--- config.mk ---
export PLATFORM = sky130hd
export DESIGN_NAME = dcache_wbuf
export DESIGN_NICKNAME = d
export VERILOG_FILES = /design/src/rtl/dcache_wbuf.sv
export SDC_FILE = /design/constraint.sdc
export NUM_CORES = 1
export LEC_CHECK = 0
export BUFFER_PORTS_ARGS = -buffer_cell sky130_fd_sc_hd__buf_2
export CAP_MARGIN = 20
export CORE_UTILIZATION = 30
export CTS_CLUSTER_SIZE = 20
export DETAILED_ROUTE_END_ITERATION = 10
export HOLD_SLACK_MARGIN = 0.03
export SLEW_MARGIN = 0
export SYNTH_ARGS = -nofsm -noshare
export SYNTH_HDL_FRONTEND = slang
export SYNTH_SLANG_ARGS = --single-unit
export TNS_END_PERCENT = 100
--- constraint.sdc ---
create_clock -name aclk -period 7.1 [get_ports aclk]
set_input_delay 0.355 -clock aclk [delete_from_list [all_inputs] [get_ports aclk]]
set_output_delay 0.355 -clock aclk [all_outputs]
set_load 0.03 [all_outputs]
--- src/rtl/dcache_wbuf.sv ---
// DCache write buffer: FIFO of line evictions and uncached stores drained
// one at a time to the AXI bridge, with a refill read-hazard check.
module dcache_wbuf #(
    parameter int DEPTH = 4,
    parameter int PTR_W = 2
) (
    input  logic           aclk,
    input  logic           aresetn,
    input  logic           in_wr_req,
    input  logic [2:0]     in_wr_type,
    input  logic [31:0]    in_wr_addr,
    input  logic [3:0]     in_wr_wstrb,
    input  logic [127:0]   in_wr_data,
    output logic           in_wr_rdy,
    output logic           out_wr_req,
    output logic [2:0]     out_wr_type,
    output logic [31:0]    out_wr_addr,
    output logic [3:0]     out_wr_wstrb,
    output logic [127:0]   out_wr_data,
    input  logic           out_wr_rdy,
    input  logic           out_wr_done,
    input  logic [31:0]    chk_addr,
    output logic           chk_hit,
    output logic           wb_empty,
    output logic [PTR_W:0] wb_count
);

    localparam logic [0:0] IDLE   = 1'b0;
    localparam logic [0:0] WAIT_B = 1'b1;
    localparam logic [PTR_W:0] FULL = (PTR_W + 1)'(DEPTH);

    logic [2:0]       type_q  [DEPTH];
    logic [31:0]      addr_q  [DEPTH];
    logic [3:0]       wstrb_q [DEPTH];
    logic [127:0]     data_q  [DEPTH];
    logic [DEPTH-1:0] valid_q;
    logic [DEPTH-1:0] valid_d;

    logic [PTR_W-1:0] head;
    logic [PTR_W-1:0] tail;
    logic [PTR_W:0]   count;
    logic [0:0]       state;

    logic push;
    logic pop;
    logic issue;
    logic unused_chk;

    // Full is judged on the registered count, so a same-cycle pop never frees a slot.
    assign in_wr_rdy  = (count != FULL);
    assign push       = in_wr_req & in_wr_rdy;
    assign out_wr_req = (state == IDLE) & (count != '0);
    assign issue      = out_wr_req & out_wr_rdy;
    assign pop        = (state == WAIT_B) & out_wr_done;

    assign out_wr_type  = type_q[head];
    assign out_wr_addr  = addr_q[head];
    assign out_wr_wstrb = wstrb_q[head];
    assign out_wr_data  = data_q[head];

    assign wb_empty   = (count == '0) & (state == IDLE);
    assign wb_count   = count;
    assign unused_chk = ^chk_addr[3:0];

    always_comb begin
        valid_d = valid_q;
        if (pop)
            valid_d[head] = 1'b0;
        if (push)
            valid_d[tail] = 1'b1;
    end

    // The in-flight head stays valid until its B response, so it still hits.
    always_comb begin
        chk_hit = 1'b0;
        for (int i = 0; i < DEPTH; i++) begin
            if (valid_q[i] && (addr_q[i][31:4] == chk_addr[31:4]))
                chk_hit = 1'b1;
        end
    end

    always_ff @(posedge aclk or negedge aresetn) begin
        if (!aresetn) begin
            state   <= IDLE;
            head    <= '0;
            tail    <= '0;
            count   <= '0;
            valid_q <= '0;
        end else begin
            case (state)
                IDLE:    if (issue) state <= WAIT_B;
                WAIT_B:  if (out_wr_done) state <= IDLE;
                default: state <= IDLE;
            endcase
            if (push)
                tail <= tail + 1'b1;
            if (pop)
                head <= head + 1'b1;
            if (push && !pop)
                count <= count + 1'b1;
            else if (pop && !push)
                count <= count - 1'b1;
            valid_q <= valid_d;
        end
    end

    always_ff @(posedge aclk) begin
        if (push) begin
            type_q[tail]  <= in_wr_type;
            addr_q[tail]  <= in_wr_addr;
            wstrb_q[tail] <= in_wr_wstrb;
            data_q[tail]  <= in_wr_data;
        end
    end

endmodule

Word-level counts from Yosys, hierarchy flattened --
Memory sizes are Yosys's and may differ from the RTL's. Cells that the tools add are included.
Word-level totals: RAM bits 668, flip-flop bits (word level) 12, input bits 204, logic and storage cells 61, memories 4
Memory list:
- data_q | depth 4, width 128, rd ports 1, clocked after Yosys merged registers in 0, wr ports 1, line 35 | logic [127:0] data_q [DEPTH];
- addr_q | depth 4, width 32, rd ports 5, clocked after Yosys merged registers in 0, wr ports 1, line 33 | logic [31:0] addr_q [DEPTH];
- wstrb_q | depth 4, width 4, rd ports 1, clocked after Yosys merged registers in 0, wr ports 1, line 34 | logic [3:0] wstrb_q [DEPTH];
- type_q | depth 4, width 3, rd ports 1, clocked after Yosys merged registers in 0, wr ports 1, line 32 | logic [2:0] type_q [DEPTH];
Operators by class: bitwise gates (word level) 9, reductions and logical operators 13, muxes and demuxes 17, eq/ne operators 5, add/subtract/negate cells 4, $lt $le $gt $ge 4
Operator list (count):
- $eq A28 B28 Y1 | 4
- $mux W1 | 10
- $logic_and A1 B1 Y1 | 8
- $mux W4 | 2
- $lt A2 B3 Y1 const B | 2
- $mux W3 | 2
- $and A1 B1 Y1 | 5
- $add A2 B1 Y2 const B | 2
- $and A4 B4 Y4 | 1
- $demux W1 S2 | 2
- $ge A2 B1 Y1 const B | 2
- $not A4 Y4 | 1
- $or A4 B4 Y4 | 1
- $add A3 B1 Y3 const B | 1
- $logic_not A3 Y1 | 1
- $ne A3 B3 Y1 const B | 1
- $reduce_bool A3 Y1 | 1
- $sub A3 B1 Y3 const B | 1
- $logic_not A1 Y1 | 2
- $pmux W1 S2 | 1
- $reduce_bool A2 Y1 | 1
- $not A1 Y1 | 1

Longest topological paths before layout --
Gate-level depths: netlist of run 1.
depth after elaboration 9, depth in mapped cells 9

Least setup slack after synthesis of run 1 --
OpenSTA, ideal clock, no wires.
path type reg-to-reg, start point register count[0] (netlist: wb_count[0]), end point memory addr_q[0][0], enable pin, stages on the path, launching flop included 4, required time 6.550 ns, buffers on the path 0, setup slack 1.614 ns, clock period less this slack 5.486 ns, setup time 0.550 ns, data arrival time 4.937 ns, path through dfrtp_1 > nor2_1 > nand2_1 > and3_1
Between the ends: cells in the longest elaborated chain, start to end 4
Ends and longest elaborated chain:
- start: declaration | line 41 | logic [PTR_W:0] count;
- start signal: assignment | line 100 | count <= count + 1'b1;
- start signal: assignment | line 102 | count <= count - 1'b1;
- $ne A3 B3 Y1 | line 50 | assign in_wr_rdy = (count != FULL);
- via in_wr_rdy | line 14 | output logic in_wr_rdy,
- $and A1 B1 Y1 | line 51 | assign push = in_wr_req & in_wr_rdy;
- $mux W1 | line 108 | if (push) begin
- $mux W1 (not written as such) | line 110 | addr_q[tail] <= in_wr_addr;
- end: declaration | line 33
The timed path passes the listed nets, and every way through them passes these cells.

Worst setup path in the final report of run 1 --
start point register head[0], end point output out_wr_data[95]
Between the ends: cells in the longest elaborated chain, start to end 1
Ends and longest elaborated chain:
- start: declaration | line 39 | logic [PTR_W-1:0] head;
- start signal: assignment | line 98 | head <= head + 1'b1;
- $mem_v2 Z4 W128
- end: declaration | line 19 | output logic [127:0] out_wr_data,
Every way passes these cells.

==> results.sh, run 1 <==
export IMPL_cts_sinks=680
export IMPL_tightestPinTransition_ps=979
export IMPL_start_util_pct=30.4
export IMPL_required_ps=6740
export IMPL_seqPwrFrac_pct=39.9
export IMPL_gp_congestion=0.807
export IMPL_yosys_area_top_type="edfxtp_1"
export IMPL_timing_hold_ws_ps=102
export IMPL_nets=1895
export IMPL_drtAntennaViolNets=0
export IMPL_fin_skew_ps=25.2
export IMPL_drc=0
export IMPL_power_density_nw_per_um2=423
export IMPL_p_int_mw=9.13
export IMPL_path_cells="buf_12, mux4_2, buf_2"
export IMPL_pre_cts_ws_ps=4070
export IMPL_netlist_area_um2=26000
export IMPL_root_buffer="clkbuf_16"
export IMPL_period_share_pct=50.8
export IMPL_gr_total_overflow=0
export IMPL_slew_viol_final=0
export IMPL_clkTransAtPathRegs_ps=60
export IMPL_insertion_delay_ps=610
export IMPL_gr_usage_all_layers_pct=13.1
export IMPL_start_kind="register"
export IMPL_postSynthCellCount=1101
export IMPL_post_route_worst_setup_slack_ps=3490
export IMPL_cts_setup_buffers=0
export IMPL_cp_arrival_ps=3250
export IMPL_post_cts_resized=0
export IMPL_core_area_um2=85500
export IMPL_switching_share_pct=35.1
export IMPL_grt_pass1_wl_um=85400
export IMPL_critPathSlowestCell="dfrtp_4"
export IMPL_yosysSeqAreaShare_pct=78.2
export IMPL_combPwrFrac_pct=33.9
export IMPL_worstSetupPathType="register to output port"
export IMPL_cpPeakStageDelay_ps=870
export IMPL_die_w_um=297
export IMPL_setup_viol=0
export IMPL_setup_tns_ps=0
export IMPL_max_freq_mhz=277
export IMPL_drtIter0Drc=741
export IMPL_totalWireLength_um=58300
export IMPL_synth_cell_type_count=24
export IMPL_fin_total_pwr_mw=14.1
export IMPL_clockPowerShare_pct=26.1
export IMPL_antenna_found_initial=9
export IMPL_yosys_warnings=0
export IMPL_hp_class="input pin to register"
export IMPL_dpl_cell_count=2578
export IMPL_first_pass_iters=4
export IMPL_vdd_drop_max_mv=0.274
export IMPL_dieHeight_um=297
export IMPL_grt_start_max_net_pins=90
export IMPL_hpwl_um=36000
export IMPL_cp_max_fo=89
export IMPL_num_rows=107
export IMPL_cts_htree_levels=3
export IMPL_power_static_leakage_nw=11.3
export IMPL_final_cells=2887
export IMPL_viasPerCell=4.48
export IMPL_port_buffers=373
export IMPL_num_vias=12900
export IMPL_wl_per_cell_um=20.2
export IMPL_synth_avg_cell_area_um2=23.6
export IMPL_clockBufferDepth=3
export IMPL_relSlewSlack_pct=34.7
export IMPL_synth_top_area_share_pct=77.1
export IMPL_die_area_um2=87900
export IMPL_ios=378
export IMPL_ys_top_cells_by_area="edfxtp_1, mux4_2, xnor2_1"
export IMPL_grt_pass1_vias=13800
export IMPL_cp_end_kind="output port"
export IMPL_rsz0062_at_grt="false"
export IMPL_p_switching_mw=4.94
export IMPL_cts_tree="built"
export IMPL_drive_above_1_share_pct=38.1
export IMPL_maxCapViolCount=0
export IMPL_period_minus_slack_ps=3610
export IMPL_cts_inserted_buffers=75
export IMPL_ys_ff_latch=680
export IMPL_synth_nets=1315
export IMPL_hold_violations=0
export IMPL_outcome="completed"
export IMPL_areaGrowthSynthToFinish_pct=27.8
export IMPL_ctsHoldBuffers=170
[layout make-up]
| type | count | area (µm²) |
|---|---|---|
| Antenna cell | 4 | 10.0 |
| Clock buffer | 93 | 1940 |
| Clock inverter | 42 | 404 |
| Fill cell | 7708 | 52300 |
| Inverter | 7 | 26.3 |
| Multi-Input combinational cell | 361 | 5340 |
| Sequential cell | 680 | 20400 |
| Tap cell | 1144 | 1430 |
| Timing Repair Buffer | 556 | 3740 |
[per-layer routing]
metal  track usage, %  up-vias  routed length [µm]
met5                0        -                  23
li1                 -     5772                   -
met1             15.8     6724               22900
met3             3.69       73                4140
met4             4.15        4                1030
met2             22.5      366               30300
[metrics by stage]
step,cell area [µm²],util (%)
after global placement,29200,34.1
after floorplan,26000,-
after detailed placement,29200,34.1
after CTS,33300,38.9
after global routing,33300,38.9
final,33300,38.9
[power by group through the flow]
stage / sequential, mW / clock [mW] / combinational [mW]
floorplan: 5.68 / 0 / 3.50
global placement: 5.66 / 0 / 4.79
detailed placement: 5.71 / 0 / 4.80
CTS: 5.63 / 3.79 / 4.90
global route: 5.70 / 3.94 / 5.07
finish: 5.62 / 3.68 / 4.78
[flip-flops by register name, summed over array words and instances, names as in the netlist]
signal,count
data_q,512
tail,2
wb_count,3
type_q,12
head,2
wstrb_q,16
state,1
addr_q,128
valid_q,4
[Yosys cell counts]
library cell	count
edfxtp_1	668
mux4_2	167
xnor2_1	70
xor2_1	46
clkbuf_1	21
nand4_1	20
buf_2	18
nor4_1	17
buf_6	14
dfrtp_1	12
ha_1	9
inv_1	7
nand2_1	7
nand3_1	5
a21o_1	4
and3_1	4
nor2_1	3
mux2_2	2
o21ai_0	2
and2_0	1
fa_1	1
nand2b_1	1
nor3_1	1
o2111ai_1	1
[worst paths after layout]
| kind | cells past startpoint | startpoint | end | slack [ps] |
|---|---|---|---|---|
| worst min register to register | 1 | valid_q[2]$_DFF_PN0_ | valid_q[2]$_DFF_PN0_ | 480 |
| worst min-delay path | 3 | out_wr_done | valid_q[0]$_DFF_PN0_ | 100 |
| min in group asynchronous | 2 | aresetn | tail[1]$_DFFE_PN0P_ | 170 |
| worst max register to register | 4 | wb_count[0]$_DFFE_PN0P_ | data_q[2][99]$_DFFE_PP_ | 4440 |
| max in group asynchronous | 2 | aresetn | head[0]$_DFFE_PN0P_ | 6650 |
| worst max-delay path | 3 | head[0]$_DFFE_PN0P_ | out_wr_data[95] | 3490 |
[worst max-delay path, delay by kind of cell, from the launching register on]
| kind | cells | cell delay [ps] |
|---|---|---|
| multiplexers | 1 | 670 |
| buffers and inverters | 2 | 760 |
| flip-flops | 1 | 870 |
[cell families after synthesis]
kind of cell | count (synthesis) | share of synthesized area, %
adder cells (fa/ha/maj) | 10 | 0.510
XOR/XNOR | 116 | 3.90
AO/OA/AOI/OAI | 7 | 0.187
flip-flops | 680 | 78.2
buffers and inverters | 60 | 1.36
AND/OR/NAND/NOR | 59 | 1.29
multiplexers | 169 | 14.5
[placed cells by master (no fill, tap or decap)]
cell type,n
mux4_2,167
edfxtp_1,668
and2_0,1
clkbuf_1,18
o2111ai_1,1
nand2b_1,1
nor2_1,3
bufinv_16,4
nand4_1,20
clkinv_2,9
diode_2,4
dlygate4sd3_1,170
nor3_1,1
dfrtp_4,2
ha_1,9
xnor2_1,70
xor2_1,46
clkinv_16,3
nand3_1,5
clkbuf_16,75
a21o_1,4
clkinv_4,1
nand2_1,7
and3_4,4
buf_4,7
clkinv_8,1
nor4_1,17
o21ai_0,2
buf_12,6
fa_1,1
inv_6,3
inv_1,7
clkinvlp_4,5
dfrtp_1,10
buf_2,373
clkinv_1,16
mux2_2,2
Power figures use the tool's default switching activity.
==> run 2: changes to the inputs <==
clock period = 3.3 ns   (was 7.1 ns; I/O delays follow)
==> results.sh, run 2 (synthesis gave the netlist of run 1 again) <==
export IMPL_maxCapViolCount=0
export IMPL_clkTransAtPathRegs_ps=60
export IMPL_slew_viol_final=0
export IMPL_clockBufferDepth=3
export IMPL_hp_class="input pin to register"
export IMPL_rsz0062_at_grt="false"
export IMPL_first_pass_iters=4
export IMPL_setup_tns_ps=0
export IMPL_grt_pass1_wl_um=88600
export IMPL_period_minus_slack_ps=2760
export IMPL_totalWireLength_um=60300
export IMPL_regToRegSetupSlack_ps=1150
export IMPL_crit_start="head[0]$_DFFE_PN0P_"
export IMPL_max_freq_mhz=362
export IMPL_antenna_found_initial=8
export IMPL_cts_sinks=680
export IMPL_num_rows=107
export IMPL_outcome="completed"
export IMPL_relSlewSlack_pct=59.3
export IMPL_largest_register_ffs=512
export IMPL_vdd_drop_max_mv=0.744
export IMPL_drive_above_1_share_pct=39.3
export IMPL_areaGrowthSynthToFinish_pct=30.0
export IMPL_layout_common_cells="edfxtp_1, buf_2, dlygate4sd3_1"
export IMPL_r2r_start="wb_count[0]$_DFFE_PN0P_"
export IMPL_setup_viol=0
export IMPL_tightestPinTransition_ps=605
export IMPL_layout_commonest_cell="edfxtp_1"
export IMPL_cts_tree="built"
export IMPL_min_from="in_wr_data[33]"
export IMPL_dpl_cell_count=2609
export IMPL_cts_inserted_buffers=76
export IMPL_period_share_pct=83.6
export IMPL_design_area_um2=33800
export IMPL_drc=0
export IMPL_start_util_pct=30.4
export IMPL_drtAntennaViolNets=0
export IMPL_cts_htree_levels=3
export IMPL_power_density_nw_per_um2=916
export IMPL_die_w_um=297
export IMPL_grt_start_max_net_pins=73
export IMPL_viasPerCell=4.52
export IMPL_root_buffer="clkbuf_16"
export IMPL_power_static_leakage_nw=11.6
export IMPL_hpwl_um=39400
export IMPL_gp_congestion=0.863
export IMPL_drtIter0Drc=717
export IMPL_die_area_um2=87900
export IMPL_nets=1930
export IMPL_cp_max_fo=29
export IMPL_wl_per_cell_um=20.6
export IMPL_port_buffers=373
export IMPL_num_vias=13200
export IMPL_largest_register="data_q"
export IMPL_worstSetupPathType="register to output port"
export IMPL_path_cells="buf_12, buf_12, mux4_2, buf_2"
export IMPL_core_area_um2=85500
export IMPL_fin_total_pwr_mw=31.0
export IMPL_insertion_delay_ps=610
export IMPL_cpPeakStageDelay_ps=640
export IMPL_fin_skew_ps=17.0
export IMPL_final_cells=2923
export IMPL_grt_pass1_vias=14300
export IMPL_gr_total_overflow=0
export IMPL_nFillCells=7692
export IMPL_dieHeight_um=297
export IMPL_cp_end_kind="output port"
export IMPL_cp_arrival_ps=2590
export IMPL_required_ps=3130
export IMPL_reg_top3="data_q: 512 flops, addr_q: 128 flops, wstrb_q: 16 flops"
export IMPL_hold_violations=0
export IMPL_seq_area_um2=20400
export IMPL_critPathSlowestCell="dfrtp_4"
export IMPL_cpMostUsedCell="buf_12"
export IMPL_post_cts_resized=0
export IMPL_final_util_pct=39.5
export IMPL_start_kind="register"
export IMPL_cts_setup_buffers=0
export IMPL_ios=378
export IMPL_gr_usage_all_layers_pct=13.6
export IMPL_multiInputGateArea_um2=5340
export IMPL_post_dp_cell_area_um2=29700
run 2: cell types whose count changed in the layout (fill, tap and decap cells not counted), moves of 3 or more:
| cell | previous run | this run |
|---|---|---|
| buf_12 | 6 | 24 |
| buf_4 | 7 | 20 |
| clkbuf_1 | 18 | 11 |
| clkinv_1 | 16 | 20 |
| clkbuf_16 | 75 | 78 |
| clkinvlp_4 | 5 | 2 |
| dlygate4sd3_1 | 170 | 173 |
run 2: per-stage QoR:
| step | setup slack [ps] | hold slack (ps) |
|---|---|---|
| after global routing | 352 | 269 |
| after floorplan | -267 | -131 |
| after detailed placement | 1140 | 63.4 |
| after CTS | 435 | 236 |
| final | 541 | 301 |
| after global placement | 1120 | 58.8 |
run 2: worst max-delay path, delay by kind of cell, from the launching register on:
family	cells	cell delay, ps
buffers and inverters	3	740
DFF	1	640
muxes	1	540
run 2: path summary, 6_finish.rpt:
kind	to	cells past startpoint
setup / recovery	out_wr_data[92]	4
max in group asynchronous	head[1]$_DFFE_PN0P_	3
setup reg to reg	wb_count[2]$_DFFE_PN0P_	9
min in group asynchronous	state$_DFF_PN0_	3
hold reg to reg	valid_q[2]$_DFF_PN0_	1
hold / removal	data_q[3][33]$_DFFE_PP_	2
run 2: repair_timing:
item,in CTS,in global routing
hold buffers,173,0
hold endpoints to repair,689,0
setup endpoints to repair,0,0
run 2: where the power goes:
group	internal, mW	switching, mW	total, mW
logic	4.06	6.84	10.9
clock network	4.76	3.38	8.14
registers	11.4	0.583	12.0
run 2: area by class of cell:
| type | instances | area share (%) |
|---|---|---|
| antenna | 5 | 0.0370 |
| clock buffer | 89 | 5.89 |
| clock inverter | 47 | 1.29 |
| inverter | 7 | 0.0777 |
| multi-input combinational | 361 | 15.8 |
| sequential | 680 | 60.2 |
| tap | 1144 | 4.23 |
| timing repair buffer | 590 | 12.5 |
run 2: metal layers:
| layer | vias up | global-route usage (%) | wire, µm |
|---|---|---|---|
| li1 | 5859 | - | - |
| met1 | 6843 | 16.4 | 23900 |
| met2 | 404 | 22.8 | 30200 |
| met3 | 90 | 4.21 | 4650 |
| met4 | 8 | 5.03 | 1520 |
| met5 | - | 0 | 54 |
==> run 3: changes to the inputs <==
ABC_AREA = 1   (was unset)
clock period = 2.5 ns   (was 3.3 ns; I/O delays follow)
==> results.sh, run 3 <==
export IMPL_nFillCells=8506
export IMPL_required_ps=2380
export IMPL_port_buffers=373
export IMPL_grt_pass1_vias=18200
export IMPL_root_buffer="clkbuf_16"
export IMPL_num_vias=19000
export IMPL_hp_class="input pin to register"
export IMPL_ios=378
export IMPL_core_area_um2=90000
export IMPL_synthArstFlopShare_pct=1.76
export IMPL_drtIter0Drc=1387
export IMPL_cts_sinks=680
export IMPL_max_freq_mhz=411
export IMPL_rsz0062_at_grt="true"
export IMPL_setup_viol=0
export IMPL_ys_top_cells_by_area="edfxtp_1, o21ai_0, nor2_1"
export IMPL_num_rows=110
export IMPL_outcome="completed"
export IMPL_cpMostUsedCell="buf_2"
export IMPL_power_static_leakage_nw=13.2
export IMPL_relSlewSlack_pct=56.1
export IMPL_maxCapViolCount=0
export IMPL_pre_cts_ws_ps=528
export IMPL_ys_ff_latch=680
export IMPL_yosys_area_top_type="edfxtp_1"
export IMPL_synth_avg_cell_area_um2=12.5
export IMPL_slew_viol_final=0
export IMPL_first_pass_iters=5
export IMPL_largest_register="data_q"
export IMPL_synth_nets=2386
export IMPL_synth_edf_count=668
export IMPL_yosys_warnings=0
export IMPL_gr_usage_all_layers_pct=16.1
export IMPL_post_route_worst_setup_slack_ps=69.6
export IMPL_grt_start_max_net_pins=83
export IMPL_vdd_drop_max_mv=0.677
export IMPL_fin_total_pwr_mw=45.7
export IMPL_die_area_um2=92100
export IMPL_antenna_found_initial=14
export IMPL_tightestPinTransition_ps=659
export IMPL_cts_inserted_buffers=76
export IMPL_nets=2984
export IMPL_worstSetupPathType="register to output port"
export IMPL_yosysMostFrequentCell="edfxtp_1"
export IMPL_grt_pass1_wl_um=110000
export IMPL_wl_per_cell_um=19.5
export IMPL_drive_above_1_share_pct=20.6
export IMPL_synth_cell_type_count=27
export IMPL_design_area_um2=35700
export IMPL_gr_total_overflow=0
export IMPL_yosysSeqAreaShare_pct=74.7
export IMPL_start_util_pct=30.3
export IMPL_cpPeakStageDelay_ps=490
export IMPL_path_cells="buf_2, buf_4, inv_8, o21ai_0, o22ai_1, buf_2"
export IMPL_viasPerCell=4.73
export IMPL_dieHeight_um=303
export IMPL_cts_tree="built"
export IMPL_die_w_um=303
export IMPL_post_dp_cell_area_um2=31000
export IMPL_clockBufferDepth=3
export IMPL_synthFlopType="edfxtp_1"
export IMPL_layout_commonest_cell="edfxtp_1"
export IMPL_hpwl_um=47500
export IMPL_synth_top_area_share_pct=73.6
export IMPL_insertion_delay_ps=650
export IMPL_layout_common_cells="edfxtp_1, nor2_1, buf_2"
export IMPL_cp_max_fo=14
export IMPL_totalWireLength_um=78000
export IMPL_cp_arrival_ps=2310
export IMPL_reg_top3="data_q: 512 flops, addr_q: 128 flops, wstrb_q: 16 flops"
export IMPL_cp_end_kind="output port"
export IMPL_drtAntennaViolNets=0
export IMPL_fin_skew_ps=19.3
export IMPL_drc=0
export IMPL_postSynthCellCount=2172
export IMPL_hold_violations=0
export IMPL_largest_register_ffs=512
export IMPL_yosys_top_cells_count="edfxtp_1, nor2_1, o21ai_0"
export IMPL_start_kind="register"
export IMPL_netlist_area_um2=27300
export IMPL_power_density_nw_per_um2=1280
export IMPL_critPathSlowestCell="dfrtp_4"
export IMPL_gp_congestion=0.870
export IMPL_period_share_pct=97.2
export IMPL_cts_htree_levels=3
export IMPL_areaGrowthSynthToFinish_pct=30.8
export IMPL_period_minus_slack_ps=2430
export IMPL_clkTransAtPathRegs_ps=60
## run 3: changes by cell type after synthesis, moves of 20 or more
cell     before  now
a21oi_1       0   57
buf_2        18   45
inv_1         7  109
mux4_2      167    0
nand2_1       7  293
nand4_1      20    0
nor2_1        3  373
o21ai_0       2  325
o21ai_1       0   35
o22ai_1       0  146
xnor2_1      70   10
xor2_1       46    5
## run 3: repair_timing
item | 4_1_cts | 5_1_grt
pin swaps | 0 | 1
setup buffers | 4 | 7
endpoints found under the hold margin | 695 | 0
gates resized for setup | 28 | 18
gates cloned | 4 | 5
setup endpoints to repair | 146 | 98
hold buffers | 173 | 0
## run 3: final cells by class
| class | instances | area, µm² | share of cell area, % |
|---|---|---|---|
| flip-flops and latches | 680 | 20400 | 57.1 |
| multi-input cells | 1266 | 5930 | 16.6 |
| repair buffers | 629 | 4940 | 13.8 |
| clock buffers | 96 | 2000 | 5.60 |
| well taps | 1176 | 1470 | 4.13 |
| inverters | 115 | 484 | 1.36 |
| clock inverters | 39 | 425 | 1.19 |
| repair inverters | 2 | 27.5 | 0.0772 |
| diodes | 5 | 12.5 | 0.0351 |
## run 3: power breakdown
part	leakage [nW]	internal [mW]	switching (mW)
combinational	5.77	5.71	13.5
sequential	6.25	15.0	0.641
clock	1.16	6.33	4.48
## run 3: path summary, 6_finish.rpt
kind	startpoint	to	slack (ps)	cells after the start
worst max register to register	wb_count[1]$_DFFE_PN0P_	wb_count[1]$_DFFE_PN0P_	520	8
worst max-delay path	head[0]$_DFFE_PN0P_	out_wr_wstrb[0]	70	6
max in group asynchronous	aresetn	head[0]$_DFFE_PN0P_	1500	3
worst min-delay path	in_wr_data[95]	data_q[0][95]$_DFFE_PP_	240	2
worst min register to register	valid_q[2]$_DFF_PN0_	valid_q[2]$_DFF_PN0_	530	2
min in group asynchronous	aresetn	wb_count[1]$_DFFE_PN0P_	560	3
## run 3: critical path, delay by kind of cell (launching register included)
family	cells	cell delay, ps
compound gates	2	410
buf+inv	4	770
flops	1	490
## run 3: per-layer routing
layer | wire, µm | track usage (%) | vias up
met5 | 98 | 0 | -
met4 | 2450 | 6.21 | 14
met3 | 5080 | 4.15 | 141
met2 | 38300 | 26.8 | 562
met1 | 32100 | 20.0 | 9241
li1 | - | - | 9012
## run 3: through the flow
stage	hold WS (ps)	util, %	TNS, ps	instances
floorplan	-171	-	-811380	2172
global placement	21.8	34.4	0	3675
detailed placement	24.4	34.4	0	3675
CTS	179	39.3	-10.9	3991
global route	206	39.6	-45.4	4007
finish	237	39.6	0	4008
## run 3: cell families (layout without fill, tap and decap cells)
group / Yosys count / in the layout / synth area share, %
other cells: 0 / 5 / 0
flops: 680 / 680 / 74.7
compound gates: 567 / 567 / 11.1
xor+xnor: 15 / 15 / 0.482
buf+inv: 226 / 881 / 3.87
mux: 1 / 1 / 0.0413
simple gates: 673 / 673 / 9.31
fa+ha+maj: 10 / 10 / 0.487
